<file path="config.mk">
export PLATFORM = sky130hd
export DESIGN_NAME = multicycle_sequencer
export DESIGN_NICKNAME = d
export VERILOG_FILES = /design/src/rtl/multicycle_sequencer.sv
export SDC_FILE = /design/constraint.sdc
export NUM_CORES = 1
export LEC_CHECK = 0
export ABC_CLOCK_PERIOD_IN_PS = 1700
export CAP_MARGIN = 40
export CORE_MARGIN = 1.5
export CORE_UTILIZATION = 37
export CTS_CLUSTER_DIAMETER = 200
export DETAILED_ROUTE_END_ITERATION = 6
export PLACE_DENSITY = 0.82
export SKIP_LAST_GASP = 1
export SLEW_MARGIN = 25
export SYNTH_ARGS = -nofsm -noshare
export SYNTH_HDL_FRONTEND = slang
export SYNTH_SLANG_ARGS = --single-unit
</file>
<file path="constraint.sdc">
create_clock -name clk -period 1.7 [get_ports clk]
set_input_delay 0.255 -clock clk [delete_from_list [all_inputs] [get_ports clk]]
set_output_delay 0.255 -clock clk [all_outputs]
set_load 0.01 [all_outputs]
</file>
<file path="src/rtl/multicycle_sequencer.sv">
// Phase sequencer for the KGP-RISC datapath: FETCH/DECODE/EXEC/MEM/WB with watchdog-guarded handshakes.
// Optional retired-instruction counter enabled by defining SEQ_INSTR_COUNT_EN.
module multicycle_sequencer #(
  parameter int unsigned WAIT_LIMIT = 255,
  parameter logic [5:0]  HALT_OP    = 6'b111111
) (
  input  logic        clk,
  input  logic        rst,
  input  logic        start,
  input  logic [5:0]  opcode,
  input  logic [5:0]  funct,
  input  logic        imem_ready,
  input  logic        dmem_ready,
  input  logic        alu_done,
  output logic        imem_req,
  output logic        ir_wren,
  output logic        alu_start,
  output logic        flags_wren,
  output logic        dmem_req,
  output logic        rf_wren_gate,
  output logic        pc_wren,
  output logic        busy,
  output logic        halted,
  output logic        err,
  output logic [2:0]  state,
  output logic [31:0] instr_count
);

  typedef enum logic [2:0] {
    S_IDLE   = 3'd0,
    S_FETCH  = 3'd1,
    S_DECODE = 3'd2,
    S_EXEC   = 3'd3,
    S_MEM    = 3'd4,
    S_WB     = 3'd5,
    S_HALTED = 3'd6,
    S_ERROR  = 3'd7
  } state_t;

  state_t     state_q, state_d;
  logic [7:0] wait_q, wait_d;

  logic is_mul, is_branch, is_sw, is_mem;
  logic waiting, satisfied, timeout;

  always_comb begin
    is_mul    = (opcode == 6'b000000) && ((funct == 6'b011000) || (funct == 6'b011001));
    is_branch = opcode[4] || ((opcode == 6'b000000) && (funct == 6'b001000));
    is_sw     = (opcode == 6'b101011);
    is_mem    = (opcode == 6'b100011) || is_sw;
  end

  // A wait that hits the limit without its handshake diverts to ERROR; a
  // handshake in that same cycle still wins.
  always_comb begin
    waiting   = 1'b0;
    satisfied = 1'b0;
    case (state_q)
      S_FETCH: begin waiting = 1'b1;   satisfied = imem_ready; end
      S_MEM:   begin waiting = 1'b1;   satisfied = dmem_ready; end
      S_EXEC:  begin waiting = is_mul; satisfied = alu_done;   end
      default: ;
    endcase
    timeout = waiting && !satisfied && (wait_q == 8'(WAIT_LIMIT - 1));
  end

  always_comb begin
    state_d      = state_q;
    imem_req     = 1'b0;
    ir_wren      = 1'b0;
    alu_start    = 1'b0;
    flags_wren   = 1'b0;
    dmem_req     = 1'b0;
    rf_wren_gate = 1'b0;
    pc_wren      = 1'b0;
    case (state_q)
      S_IDLE: if (start) state_d = S_FETCH;
      S_FETCH: begin
        imem_req = 1'b1;
        if (imem_ready) begin
          ir_wren = 1'b1;
          state_d = S_DECODE;
        end else if (timeout) begin
          state_d = S_ERROR;
        end
      end
      S_DECODE: begin
        if (opcode == HALT_OP) begin
          state_d = S_HALTED;
        end else begin
          alu_start = is_mul;
          state_d   = S_EXEC;
        end
      end
      S_EXEC: begin
        if (is_mul && !alu_done) begin
          if (timeout) state_d = S_ERROR;
        end else if (is_branch) begin
          pc_wren = 1'b1;
          state_d = S_FETCH;
        end else if (is_mem) begin
          state_d = S_MEM;
        end else begin
          flags_wren = 1'b1;
          state_d    = S_WB;
        end
      end
      S_MEM: begin
        dmem_req = 1'b1;
        if (dmem_ready) begin
          if (is_sw) begin
            pc_wren = 1'b1;
            state_d = S_FETCH;
          end else begin
            state_d = S_WB;
          end
        end else if (timeout) begin
          state_d = S_ERROR;
        end
      end
      S_WB: begin
        rf_wren_gate = 1'b1;
        pc_wren      = 1'b1;
        state_d      = S_FETCH;
      end
      default: ;
    endcase
  end

  always_comb begin
    if (state_d != state_q)        wait_d = 8'd0;
    else if (waiting && !satisfied) wait_d = wait_q + 8'd1;
    else                            wait_d = wait_q;
  end

  always_ff @(posedge clk or posedge rst) begin
    if (rst) begin
      state_q <= S_IDLE;
      wait_q  <= 8'd0;
    end else begin
      state_q <= state_d;
      wait_q  <= wait_d;
    end
  end

  assign busy   = !((state_q == S_IDLE) || (state_q == S_HALTED) || (state_q == S_ERROR));
  assign halted = (state_q == S_HALTED);
  assign err    = (state_q == S_ERROR);
  assign state  = state_q;

`ifdef SEQ_INSTR_COUNT_EN
  logic [31:0] count_q;

  always_ff @(posedge clk or posedge rst) begin
    if (rst)          count_q <= 32'd0;
    else if (pc_wren) count_q <= count_q + 32'd1;
  end

  assign instr_count = count_q;
`else
  assign instr_count = 32'd0;
`endif

endmodule

</file>
==> metrics.md <==
| Metric | Value |
|---|---|
| IR drop worst, VDD | `~0.00056 V` |
| Clk pwr share | `7.0%` |
| Peak Freq | `0.472 GHz` |
| H-tree depth | `1` |
| Ys async rst share | `100%` |
| Crit Path Class | `in -> reg` |
| Largest fanout on the critical path | `8` |
| Layout cells sized above 1 | `~49%` |
| Setup WS post-layout | `-0.417 ns` |
| Reg2reg path depth | `8` |
| Synthesized area | `roughly 1300 µm²` |
| NetSw | `~1.2 mW` |
| Post-synth top flop | `dfrtp_1` |
| Drt first pass iters | `4` |
| Period utilization | `125%` |
| Status | `finished, violations left` |
| Number of synthesized flops with an enable pin | `0` |
| Synth top area share | `between 20% and 30%` |
| Sw frac | `roughly 47%` |
| Final Wtd Congestion | `slightly above 0.9` |
| Sequential Power Share | `between 10% and 20%` |
| Final Slew Violations | `0` |
| Distinct cells, synth | `51` |
| Setup Total Neg Slack | `-4.42 ns` |
| Non-Filler Instances | `between 200 and 300` |
| Most area-consuming cells after synthesis | `dfrtp_1, buf_4, o2111ai_1, xor2_1, nor4_1` |
| Sequential area share after synthesis | `around 20%` |
| Initial antenna violation count | `0` |
| Core area | `3420 µm²` |
| Clk sinks | `11` |
| Count leader, synth | `buf_4` |
| Maximum clock path buffer count | `2` |
| Die area | `approximately 4000 µm²` |
| Final WL | `between 4 and 5 mm` |
| Clock latency at the later pin of the worst-skew pair | `0.27 ns` |
| Final setup vio count | `15` |
| Die X | `roughly 63 µm` |
| Violated checks | `negative setup slack` |
| CP arrival | `roughly 2.3 ns` |
| Nets | `268` |
| Crit path capture type | `flip-flop` |
| Vias in the first global route | `~1400` |
| Comb power frac | `78.4%` |
| Reg clk slew, reported paths | `0.08 ns` |
| Cell taking the most area after synthesis | `dfrtp_1` |
| Routed vias | `around 1500` |
| Synthesized instance count | `160` |
| CP Launch Type | `input pin` |
| CTS tree | `yes` |
| Critical Path RT | `1.86 ns` |
| Largest net degree at the start of global routing | `12` |
| DRC | `0` |
| Hold Fails Final Rpt | `0` |
| Number of placement rows | `21` |
| # diodes | `0` |
| Post-cts hold buffer count | `0` |
| Leakage dissipation | `1.09 nW` |
| DRT iter0 DRCs | `80` |
| Synth cell count leaders | `buf_4, dfrtp_1, nor2_1, nand3_1, nor4_1` |
| Tmin final | `around 2.1 ns` |
| Synthesis Warnings | `0` |
| First-pass GRT wire length | `6.71 mm` |
| Power per Cell Area | `1080 nW/µm²` |
| CTS Root Cell | `clkbuf_4` |
| Syn-to-layout area delta | `75.1%` |
| Die H | `63.3 µm` |
| Boundary Pins | `63` |
| Hold Path Class | `in -> async` |
| Synthesized area per cell | `8.41 µm²` |
| Yosys reg bits | `11` |
| Internal | `about 1.3 mW` |
| Clk_skew | `0.00911 ns` |
| Num CTS Buffers | `3` |
| Number of max-cap violations | `0` |
| Unrepaired setup endpoints after global routing | `yes` |
| Placed cells | `about 270` |
| Vias/cell | `a little over 5` |
| PortBufs | `30` |
| Initial Utilization | `between 30% and 40%` |
| GR Overflow Total | `0` |
| Antenna-violating nets left | `0` |
| Overall routing resource usage | `between 20% and 30%` |
| Routed wire per std cell | `14.9 µm` |
| HPWL Detailed | `between 2 and 3 mm` |
| Total power | `about 2.5 mW` |
final cells by class:
class	instances	area, µm²
fillers	253	1060
well taps	46	57.6
inverters	5	18.8
flip-flops and latches	11	279
multi-input cells	137	1170
repair buffers	90	798
clock buffers	4	26.3
routing by layer:
| metal | track usage [%] | part of all wire, % |
|---|---|---|
| met4 | 2.99 | 1.4 |
| met5 | 0 | 0 |
| met3 | 1.79 | 6.0 |
| met1 | 28.6 | 44 |
| met2 | 35.1 | 49 |
registers in the layout, summed over array words and instances, names as in the netlist:
signal and cells:
state 3, wait_q 8
critical path, stage by stage:
cell	delay [ns]
buf_6	0.09
or4_4	0.53
or3b_4	0.42
buf_6	0.15
o211ai_4	0.19
a41oi_4	0.15
buf_12	0.17
nor4_2	0.32
through the flow:
| stage | setup slack (ns) | hold WS, ns | cell area (µm²) | utilization (%) |
|---|---|---|---|---|
| 2_1_floorplan | -0.225 | 0.107 | 1520 | - |
| 3_3_place_gp | -1.02 | 0.554 | 1940 | 56.8 |
| 3_5_place_dp | -1.07 | 0.567 | 1940 | 56.8 |
| 4_1_cts | -0.450 | 0.287 | 2230 | 65.3 |
| 5_1_grt | -0.478 | 0.306 | 2350 | 68.9 |
| 6_report | -0.417 | 0.264 | 2350 | 68.9 |
kinds of logic (layout without fill, tap and decap cells):
kind of cell    Yosys count  after routing  synth area share (%)
fa+ha+maj                 2              2                  1.86
other cells               1             32                 0.279
xor+xnor                  7              7                  4.56
simple gates             62             62                  29.7
buf+inv                  43             99                  21.1
compound gates           32             32                  20.6
mux                       2              2                  1.49
flops                    11             11                  20.5
final timing paths:
path | to | slack, ns | startpoint
hold / removal | wait_q[7] | 0.26 | rst
setup / recovery | wait_q[7] | -0.42 | opcode[5]
setup reg to reg | wait_q[7] | -0.39 | state[2]
max in group asynchronous | state[0] | 1.11 | rst
hold reg to reg | wait_q[4] | 0.66 | wait_q[4]
min in group clk | state[2] | 0.62 | opcode[3]
timing repair:
action	in CTS	in global routing
pin swaps	32	21
buffers inserted	13	6
setup endpoints to repair	23	23
gates resized for setup	83	33
power by group through the flow:
stage / Sequential, mW / Combinational (mW) / Clock, mW
after floorplan: 0.353 / 0.947 / 0
after global placement: 0.384 / 1.52 / 0
after detailed placement: 0.385 / 1.55 / 0
after CTS: 0.365 / 1.78 / 0.174
after global routing: 0.376 / 2.12 / 0.195
final: 0.370 / 1.99 / 0.178
cells in the final DEF, fill, tap and decap left out, types with 3 or more instances in the layout:
| master | Yosys | routed |
|---|---|---|
| dlymetal6s2s_1 | 0 | 3 |
| nor4_1 | 8 | 3 |
| and2_1 | 3 | 3 |
| buf_2 | 2 | 4 |
| o2111ai_1 | 6 | 3 |
| xor2_1 | 6 | 4 |
| dfrtp_1 | 11 | 8 |
| nor4_2 | 0 | 5 |
| and3_1 | 4 | 4 |
| buf_12 | 0 | 3 |
| nor2_1 | 11 | 9 |
| clkbuf_4 | 0 | 3 |
| dlygate4sd2_1 | 0 | 4 |
| a21oi_1 | 6 | 5 |
| clkdlybuf4s50_1 | 0 | 7 |
| inv_1 | 5 | 5 |
| o2111ai_4 | 0 | 3 |
| dfrtp_2 | 0 | 3 |
| conb_1 | 1 | 32 |
| buf_4 | 32 | 44 |
| buf_6 | 0 | 16 |
| clkbuf_2 | 0 | 6 |
| nand3_1 | 8 | 7 |
(Power assumes the default switching activity.)
